[config.mk]
export PLATFORM = sky130hd
export DESIGN_NAME = overture_exec_sequencer
export DESIGN_NICKNAME = d
export VERILOG_FILES = /design/src/rtl/overture_exec_sequencer.sv
export SDC_FILE = /design/constraint.sdc
export NUM_CORES = 1
export LEC_CHECK = 0
export ABC_CLOCK_PERIOD_IN_PS = 1800
export CAP_MARGIN = 0
export CORE_UTILIZATION = 39
export DETAILED_ROUTE_END_ITERATION = 8
export GPL_ROUTABILITY_DRIVEN = 0
export PLACE_DENSITY = 0.81
export SLEW_MARGIN = 20
export SYNTH_ARGS = -nofsm -noshare
export SYNTH_HDL_FRONTEND = slang
export SYNTH_SLANG_ARGS = --single-unit
[constraint.sdc]
create_clock -name clk -period 1.8 [get_ports clk]
set_clock_uncertainty 0.15 [all_clocks]
set_input_delay 0.36 -clock clk [delete_from_list [all_inputs] [get_ports clk]]
set_output_delay 0.36 -clock clk [all_outputs]
set_load 0.01 [all_outputs]
[src/rtl/overture_exec_sequencer.sv]
// OVERTURE multi-cycle instruction sequencer: fetch, class decode, copy I/O stall, condition eval.
// Optional macro OVERTURE_SEQ_ILLEGAL_TRAP_EN turns reserved copy index 7 into a HALT trap.
module overture_exec_sequencer #(
  parameter int    UUID = 0,
  parameter string NAME = ""
) (
  input  logic       clk,
  input  logic       rst,
  input  logic       run,
  input  logic [7:0] instr,
  input  logic       instr_valid,
  output logic       instr_ready,
  input  logic [7:0] cond_value,
  input  logic       in_valid,
  output logic       in_ack,
  input  logic       out_ready,
  output logic       out_valid,
  output logic [7:0] src_sel,
  output logic [7:0] dst_sel,
  output logic       wr_en,
  output logic       imm_load,
  output logic       alu_en,
  output logic       pc_inc,
  output logic       pc_load,
  output logic       illegal,
  output logic [1:0] state_o
);

  typedef enum logic [1:0] {
    FETCH   = 2'd0,
    EXEC    = 2'd1,
    IO_WAIT = 2'd2,
    HALT    = 2'd3
  } state_t;

  state_t     state_r, next_state_s;
  logic [7:0] ir_r;
  logic [2:0] src_idx_s, dst_idx_s;
  logic       need_in_s, need_out_s, io_ok_s, reserved_s;

  function automatic logic [7:0] onehot(input logic [2:0] idx);
    onehot = 8'd1 << idx;
  endfunction

  // Signed compare of reg3 against zero; bit 2 of the code inverts the base test.
  function automatic logic cond_true(input logic [2:0] code, input logic [7:0] v);
    logic z, n;
    z = (v == 8'd0);
    n = v[7];
    case (code)
      3'b000:  cond_true = 1'b0;
      3'b001:  cond_true = z;
      3'b010:  cond_true = n;
      3'b011:  cond_true = n | z;
      3'b100:  cond_true = 1'b1;
      3'b101:  cond_true = ~z;
      3'b110:  cond_true = ~n;
      3'b111:  cond_true = ~n & ~z;
      default: cond_true = 1'b0;
    endcase
  endfunction

  assign src_idx_s  = ir_r[5:3];
  assign dst_idx_s  = ir_r[2:0];
  assign need_in_s  = (src_idx_s == 3'd6);
  assign need_out_s = (dst_idx_s == 3'd6);
  assign reserved_s = (src_idx_s == 3'd7) || (dst_idx_s == 3'd7);
  assign io_ok_s    = (!need_in_s || in_valid) && (!need_out_s || out_ready);
  assign state_o    = state_r;

  // State register and instruction register capture on the fetch handshake.
  always_ff @(posedge clk) begin
    if (rst) begin
      state_r <= FETCH;
      ir_r    <= 8'd0;
    end else begin
      state_r <= next_state_s;
      if (state_r == FETCH && run && instr_valid) begin
        ir_r <= instr;
      end else begin
        ir_r <= ir_r;
      end
    end
  end

  // Next-state and strobe decode; rst masks every strobe so no partial write escapes.
  always_comb begin
    next_state_s = state_r;
    instr_ready  = 1'b0;
    in_ack       = 1'b0;
    out_valid    = 1'b0;
    src_sel      = 8'd0;
    dst_sel      = 8'd0;
    wr_en        = 1'b0;
    imm_load     = 1'b0;
    alu_en       = 1'b0;
    pc_inc       = 1'b0;
    pc_load      = 1'b0;
    illegal      = 1'b0;
    if (rst) begin
      instr_ready  = run;
      next_state_s = FETCH;
    end else begin
      case (state_r)
        FETCH: begin
          instr_ready = run;
          if (run && instr_valid) begin
            next_state_s = EXEC;
          end else begin
            next_state_s = FETCH;
          end
        end
        EXEC: begin
          next_state_s = FETCH;
          case (ir_r[7:6])
            2'b00: begin
              dst_sel  = 8'h01;
              imm_load = 1'b1;
              wr_en    = 1'b1;
              pc_inc   = 1'b1;
            end
            2'b01: begin
              alu_en  = 1'b1;
              dst_sel = 8'h08;
              wr_en   = 1'b1;
              pc_inc  = 1'b1;
            end
            2'b10: begin
              if (reserved_s) begin
`ifdef OVERTURE_SEQ_ILLEGAL_TRAP_EN
                illegal      = 1'b1;
                next_state_s = HALT;
`else
                src_sel = (src_idx_s == 3'd7) ? 8'd0 : onehot(src_idx_s);
                dst_sel = (dst_idx_s == 3'd7) ? 8'd0 : onehot(dst_idx_s);
                pc_inc  = 1'b1;
`endif
              end else begin
                src_sel = onehot(src_idx_s);
                dst_sel = onehot(dst_idx_s);
                if (io_ok_s) begin
                  wr_en     = 1'b1;
                  pc_inc    = 1'b1;
                  in_ack    = need_in_s;
                  out_valid = need_out_s;
                end else begin
                  next_state_s = IO_WAIT;
                end
              end
            end
            2'b11: begin
              if (cond_true(ir_r[2:0], cond_value)) begin
                pc_load = 1'b1;
              end else begin
                pc_inc = 1'b1;
              end
            end
            default: next_state_s = FETCH;
          endcase
        end
        IO_WAIT: begin
          src_sel = onehot(src_idx_s);
          dst_sel = onehot(dst_idx_s);
          if (io_ok_s) begin
            wr_en        = 1'b1;
            pc_inc       = 1'b1;
            in_ack       = need_in_s;
            out_valid    = need_out_s;
            next_state_s = FETCH;
          end else begin
            next_state_s = IO_WAIT;
          end
        end
        HALT: begin
`ifdef OVERTURE_SEQ_ILLEGAL_TRAP_EN
          illegal      = 1'b1;
          next_state_s = HALT;
`else
          next_state_s = FETCH;
`endif
        end
        default: next_state_s = FETCH;
      endcase
    end
  end

endmodule

* Yosys cells after proc, flatten, opt, wreduce, memory -nomap -nowiden *
Index checks and enable logic that the tools add are counted.

word-level totals
  output and inout port bits = 27
  word-level logic and storage cells = 88
  register bits after elaboration = 10

cells by class
  shift operators = 2
  bitwise operators = 4
  mux-type cells = 51
  equal/unequal tests = 15
  reduce and logical (&&, ||, !) cells = 14

operators with widths
  cell                 number
  $mux 8               7
  $pmux 8 s2           2
  $mux 1               30
  $pmux 8 s3           1
  $eq 3x3->1 const B   6
  $shl 1x3->8 const A  2
  $pmux 1 s2           5
  $eq 2x2->1 const B   4
  $logic_not 8->1      1
  $pmux 1 s8           1
  $pmux 2 s4           1
  $eq 3x2->1 const B   2
  $mux 2               3
  $eq 2x1->1 const B   2
  $logic_and 1x1->1    4
  $logic_not 2->1      2
  $eq 3x1->1 const B   1
  $logic_not 3->1      1
  $logic_or 1x1->1     3
  $pmux 1 s3           1
  $logic_not 1->1      2
  $not 1->1            2
  $reduce_or 2->1      1
  $and 1x1->1          1
  $or 1x1->1           1

* Depth between registers and ports, before layout *
Gate-level depths: netlist of the first run.

  depth after elaboration = 11
  gate-level depth with buffers = 7
  mapped depth without buffers = 6

* Worst setup path before layout of the first run *
No wires, ideal clock.

  path type = flip-flop to output port
  from = register state_r[0], in the netlist state_o[0]
  to = output in_ack
  cell stages (with the launch flop) = 6
  data arrival time = 1.555 ns
  setup slack = -0.265 ns
  cell sequence = dfxtp_1 -> inv_1 -> ha_1 -> and2b_1 -> o21ai_2 -> nor4_1

on the way
  longest elaborated chain between the ends = 3
  elaborated cells between the ends (all ways) = 4
  those cells by class = 2 x eq/ne; 2 x mux

ends and longest elaborated chain
  what                                      RTL line  RTL
  from (decl)                               36        state_t state_r, next_state_s;
  from (signal assigned)                    77        state_r <= next_state_s;
  $eq 2x2->1 or $eq 2x1->1 (tied branches)  104       case (state_r)
  $pmux 1 s2 *                              104
  $mux 1 *                                  100       if (rst) begin
  to (decl)                                 15        output logic in_ack,

Mark *: on every way between the ends. The rest lies on a longest branch, timed or not.

* Final worst setup path of the first run *
  from = register state_r[0], in the netlist state_o[0]
  to = output src_sel[2]

on the way
  longest elaborated chain between the ends = 3
  elaborated cells between the ends (all ways) = 4
  those cells by class = 2 x eq/ne; 2 x mux

ends and longest elaborated chain
  what                                      RTL line  RTL
  $eq 2x2->1 or $eq 2x1->1 (tied branches)  104
  $pmux 8 s2 *                              104
  $mux 8 *                                  100
  to (decl)                                 18        output logic [7:0] src_sel,

Marked as above.

==> reports/qor.csv, run 1 <==
metric,value,unit
post-route ant nets,0,
hold_ws,0.439,ns
Starting Density,0.415,
asr flop ratio synth,0,
Layout Utilization,0.841,
"Slew Viols, Final",0,
Die Y,50.7,um
cell taking the most area after synthesis,dfxtp_1,
Cell Rows,17,
Mapped Cells,113,
min Tclk post-route,2.35,ns
"Endpoint, Worst Hold",ir_r[2]$_SDFFE_PP0P_,
share of layout cells above drive strength 1,0.604,
vias in the first global route,1277,
failing checks,setup timing,
internal power,0.000415,W
reg2reg end,state_o[1]$_SDFF_PP0_,
Fin. Hold Viols,0,
die width,50.7,um
crit start category,flop,
net load switching power,0.000177,W
Worst Path Arrival,1.84,ns
Mapped Avg Cell Area,8.19,um^2
HP Start,ir_r[2]$_SDFFE_PP0P_,
status,"complete, but fails checks",
sequential fraction of the synthesis area,0.216,
clock slew at reported path FFs,0.06,ns
die area,2570,um^2
Setup TNS Final,-8.87,ns
fmax,426,MHz
Num CTS Buffers,3,
setup ws final,-0.548,ns
count of final setup violators,23,
largest cells by area after synthesis,"dfxtp_1 (22%), mux2i_1 (9.7%), nor2_1 (5.7%)",
initial antenna violation count,0,
Initial DRC Count,41,
Fillers,134,
Clock Sinks,10,
Avg WL per Cell,19.8,um
maximum vdd drop,0.000407,V
Core Region,2230,um^2
M1 WL,1690,um
Reg area,209,um^2
remaining global-route overflow,0,
post-route insts no fill,225,
Root Buffer,clkbuf_4,
Final HPWL DP,2410,um
Most used DFF post-synth,dfxtp_1,
largest net degree at the start of global routing,11,
Ant. Diodes,0,
reg-to-reg critical path startpoint,state_o[1]$_SDFF_PP0_,
WHS Path Cells,2,
Tot GR Track Use,0.297,
FF-to-FF path depth,7,
Critical Path Start,state_o[0]$_SDFF_PP0_,
number of max-cap violations,0,
Post-Place Cells,209,
FF-to-FF setup slack,0.04,ns
Cell Pwr Density,315,nW/um^2
leakage power,0.860,nW
"Net Count, Synth",139,
worst-skew pair later-pin latency,0.26,ns
Routed met3 length,289,um
drt pass-1 iters,4,
H-tree depth,1,
met2 WL post-DR,2330,um
top layer in use,met4,
sequential power share,0.413,
"Distinct cells, synth",38,
overall power,0.000592,W
Comb power frac,0.336,
RSZ-0062 raised after global routing,yes,
clk buf depth,2,
I/O Pins,49,
sw frac,0.299,
area occupied by multi-input gates,896,um^2
hold crit path type,flop to flop,
first-pass GRT wire length,5700,um
synthesis-to-layout area growth,103,%
Seq cells post-synth,10,
Final period util,1.30,
via count,1294,
"Net count, final",225,
synthesized area,926,um^2
CP Max Fanout,3,
clock power share,0.251,
Yosys top cell area share,0.216,
Total Wirelength,4460,um
WP data required,1.29,ns
critical path class,flop to primary output,
Synth Warn #,0,
CTS tree,built,
Residual DRC,0,
CP Capture Type,primary output,
Via density,5.75,
"EDFF count, synth",0,
port bufs,47,
-- placed cells by master, fill, tap and decap left out, types with 2 or more instances in the layout --
cell type,n
nor2_1,11
buf_6,6
nand2_2,2
nor3_2,6
buf_2,21
nand3_1,3
nand2_1,4
nand3_2,2
nor2_4,2
and4bb_4,2
and3_1,2
o21a_1,2
nor2_2,2
buf_4,38
ha_4,2
a21oi_1,2
dfxtp_2,4
nor3b_4,2
mux2i_1,9
clkdlybuf4s50_1,15
nor4_4,3
nand2b_1,6
dlygate4sd2_1,7
nor3_4,3
clkbuf_4,3
inv_4,2
nor2b_4,2
dfxtp_1,5
-- cells by family after synthesis --
group,count (synthesis),synth area share
AOI/OAI and AO/OA,15,0.132
adders and majority gates,4,0.0541
and+or+nand+nor,62,0.404
DFF,10,0.216
buffers and inverters,11,0.0824
muxes,9,0.0973
xor gates and xnor gates,1,0.00946
other,1,0.00405
-- synthesized netlist by cell type, types with 2 or more instances --
master / number
inv_1: 3
and3b_1: 2
nor3_1: 9
nand2_1: 7
and4bb_4: 2
o21a_1: 2
nor2_1: 14
nor3b_1: 2
mux2i_1: 9
ha_1: 4
nor2b_1: 2
nand3_1: 4
a21oi_1: 3
o21ai_0: 2
and3_1: 3
nor4_1: 5
dfxtp_1: 10
buf_4: 3
buf_6: 3
nand2b_1: 6
-- power by group through the flow --
stage                     Combinational [W]  Sequential (W)  Clock, W
after global placement             0.000166        0.000245         0
after CTS                          0.000181        0.000242  0.000152
after floorplan                   0.0000788        0.000245         0
after global routing               0.000208        0.000246  0.000163
final                              0.000199        0.000245  0.000149
after detailed placement           0.000173        0.000246         0
-- per-stage QoR --
stage / instance area, um^2 / setup WS (ns)
floorplan: 1040 / -0.0336
global placement: 1690 / -0.834
detailed placement: 1690 / -0.873
CTS: 1770 / -0.429
global route: 1880 / -0.590
finish: 1880 / -0.548
-- how the worst max path moves through the flow --
stage                 end  slack, ns  cells past startpoint
4_1_cts         out_valid      -0.43                      8
5_1_grt            pc_inc      -0.59                      7
3_3_place_gp   dst_sel[3]      -0.83                      7
3_5_place_dp      pc_load      -0.87                      6
6_report       src_sel[2]      -0.55                      8
2_1_floorplan      in_ack      -0.03                      5
-- what timing repair did --
action	4_1_cts	5_1_grt
pin swaps	25	5
resized for setup	124	20
endpoints found under the setup margin	24	24
cloned	0	0
setup buffers	7	6
hold buffers	0	0
-- area by class of cell --
class | count | area share
sequential | 10 | 0.111
timing repair buffer | 89 | 0.372
inverter | 3 | 0.00866
multi-input combinational | 92 | 0.477
tap | 28 | 0.0187
clock buffer | 3 | 0.0120
-- critical path, stage by stage (launching register included) --
cell and delay, ns:
dfxtp_4 0.37, inv_4 0.05, ha_4 0.27, and2b_2 0.22, o21ai_4 0.10, buf_6 0.13, buf_4 0.13, nor3_2 0.13
buf_2 0.18
-- state kept, by name, indices dropped and copies added (netlist names) --
name / flops
state_o: 2
ir_r: 8
-- routing by layer --
layer,track usage,up-vias
met5,0,-
met2,0.507,78
met4,0.157,0
met3,0.0455,19
li1,-,570
met1,0.353,627
(Power assumes the default switching activity.)
==> run 2, diff against run 1 <==
--- a/config.mk
+++ b/config.mk
@@ -5,6 +5,7 @@
 export SDC_FILE = /design/constraint.sdc
 export NUM_CORES = 1
 export LEC_CHECK = 0
+export ABC_AREA = 1
 export ABC_CLOCK_PERIOD_IN_PS = 1800
 export CAP_MARGIN = 0
 export CORE_UTILIZATION = 39
==> reports/qor.csv, run 2 <==
metric,value,unit,change
synthesized area,915,um^2,-1.2%
vias in the first global route,1440,,+13%
Layout Utilization,0.920,,+0.0788
crit path max-delay cell type,dfxtp_4,,
WP data required,1.29,ns,about the same
Ant. Diodes,0,,unchanged
"Distinct cells, synth",30,,-21%
"Net count, final",264,,+17%
"commonest cells after routing, fill and taps aside","buf_4 (39), buf_2 (24), nor2_1 (14)",,
worst path cell trace,"buf_6, ha_4, nand2_4, o21ai_4, nand2_4, buf_6, nor4_4, buf_2",,
Starting Density,0.413,,-0.00110
FF-to-FF setup slack,0.21,ns,+0.17 ns
port bufs,47,,unchanged
asr flop ratio synth,0,,unchanged
via count,1513,,+17%
sequential fraction of the synthesis area,0.219,,+0.00266
clock slew at reported path FFs,0.07,ns,about the same
min Tclk post-route,2.26,ns,-0.0903 ns
H-tree depth,1,,unchanged
largest cells by area after synthesis,"dfxtp_1 (22%), nand2_1 (7.4%), nor2_1 (7.4%)",,
largest reg by FF count,ir_r,,
remaining global-route overflow,0,,unchanged
Synth top cells by count,"nand2_1 (18), nor2_1 (18), inv_1 (16), nand3_1 (12), o21ai_0 (12)",,
first-pass GRT wire length,6580,um,+15%
die width,50.4,um,-0.59%
failing checks,setup timing,,
Core Region,2210,um^2,-0.95%
overall power,0.000691,W,+17%
I/O Pins,49,,unchanged
count of final setup violators,23,,unchanged
Synth Warn #,0,,unchanged
"worst slack, placed",-0.846,ns,+0.0266 ns
worst-skew pair later-pin latency,0.27,ns,about the same
RSZ-0062 raised after global routing,yes,,
setup ws final,-0.457,ns,+0.0903 ns
"Net Count, Synth",166,,+19%
CP Capture Type,primary output,,
Total Wirelength,5100,um,+14%
Mapped Avg Cell Area,6.53,um^2,-20%
crit start category,flop,,
drt pass-1 iters,6,,+2
Worst Path Arrival,1.75,ns,-0.09 ns
Tot GR Track Use,0.353,,+0.0562
Yosys top cell area share,0.219,,+0.00266
"commonest non-fill, non-tap cell in the layout",buf_4,,
fmax,443,MHz,+4.0%
area post-placement,1790,um^2,+5.5%
clk buf depth,2,,unchanged
CP Max Fanout,5,,+2
die area,2540,um^2,-1.2%
number of max-cap violations,0,,unchanged
"Slew Viols, Final",0,,unchanged
Fin. Hold Viols,0,,unchanged
Num CTS Buffers,3,,unchanged
CTS tree,built,,
maximum vdd drop,0.000435,V,+6.7%
Cell Rows,17,,unchanged
Via density,5.73,,-0.35%
synthesis-to-layout area growth,122,%,
Die Y,50.4,um,-0.59%
critical path class,flop to primary output,,
Final period util,1.25,,-0.0502
Mapped Cells,140,,+24%
initial antenna violation count,0,,unchanged
Cell Pwr Density,340,nW/um^2,+7.7%
Root Buffer,clkbuf_4,,
largest net degree at the start of global routing,17,,+6
"EDFF count, synth",0,,unchanged
Avg WL per Cell,19.3,um,-2.6%
Residual DRC,0,,unchanged
post-route ant nets,0,,unchanged
share of layout cells above drive strength 1,0.602,,-0.00237
cell area after layout,2030,um^2,+8.3%
flip-flop count of the largest register after layout,8,,unchanged
Most used DFF post-synth,dfxtp_1,,
Seq cells post-synth,10,,unchanged
Initial DRC Count,70,,+71%
status,"complete, but fails checks",,
crit-path max cell delay,0.38,ns,about the same
cell taking the most area after synthesis,dfxtp_1,,
hold crit path type,input port to flop,,
Final HPWL DP,2770,um,+15%
Clock Sinks,10,,unchanged
leakage power,0.911,nW,+5.9%
run 2: timing repair:
action	CTS	global route
pin swaps	27	11
gates resized for setup	168	25
setup endpoints to repair	24	25
hold buffers	0	0
setup buffers	3	9
run 2: worst paths after layout:
| check | start | end | cells after the start |
|---|---|---|---|
| hold reg to reg | ir_r[1]$_SDFFE_PP0P_ | ir_r[1]$_SDFFE_PP0P_ | 3 |
| setup / recovery | state_o[0]$_SDFF_PP0_ | dst_sel[1] | 8 |
| setup reg to reg | state_o[0]$_SDFF_PP0_ | state_o[1]$_SDFF_PP0_ | 9 |
| hold / removal | rst | state_o[0]$_SDFF_PP0_ | 3 |
run 2: critical path: cells and delay by family, from the launching register on:
family | cells | cell delay, ns
and+or+nand+nor | 3 | 0.32
adders and majority gates | 1 | 0.13
buffers and inverters | 3 | 0.43
DFF | 1 | 0.38
AOI/OAI and AO/OA | 1 | 0.22
run 2: where the power goes:
group / switching [W] / leakage, nW / total [W] / internal (W)
sequential: 0.0000215 / 0.0862 / 0.000255 / 0.000234
combinational: 0.000151 / 0.811 / 0.000278 / 0.000128
clock: 0.0000799 / 0.0138 / 0.000157 / 0.0000774
total: 0.000252 / 0.911 / 0.000691 / 0.000439
run 2: area by class of cell:
cell class,count,area [um^2]
Fill cell,89,178
Multi-Input combinational cell,103,882
Timing Repair Buffer,99,785
Clock buffer,3,22.5
Tap cell,28,35.0
Inverter,21,91.3
Sequential cell,10,219
run 2: per-layer routing:
metal / global-route usage / routed length (um)
met1: 0.397 / 1910
met3: 0.0485 / 379
met5: 0 / 0
met4: 0.204 / 365
met2: 0.627 / 2450
run 2: kinds of logic after synthesis:
family                   share of synthesized area
other                                      0.00410
adder cells (fa/ha/maj)                     0.0547
flip-flops                                   0.219
AO/OA/AOI/OAI                                0.187
AND/OR/NAND/NOR                              0.391
buffers and inverters                        0.144
run 2: through the flow:
stage | cells | setup TNS (ns) | hold WS, ns
floorplan | 140 | -0.0130 | 0.341
CTS | 258 | -6.34 | 0.472
global route | 264 | -8.80 | 0.507
finish | 264 | -7.78 | 0.497
detailed placement | 252 | -14.50 | 0.450
global placement | 252 | -13.87 | 0.415
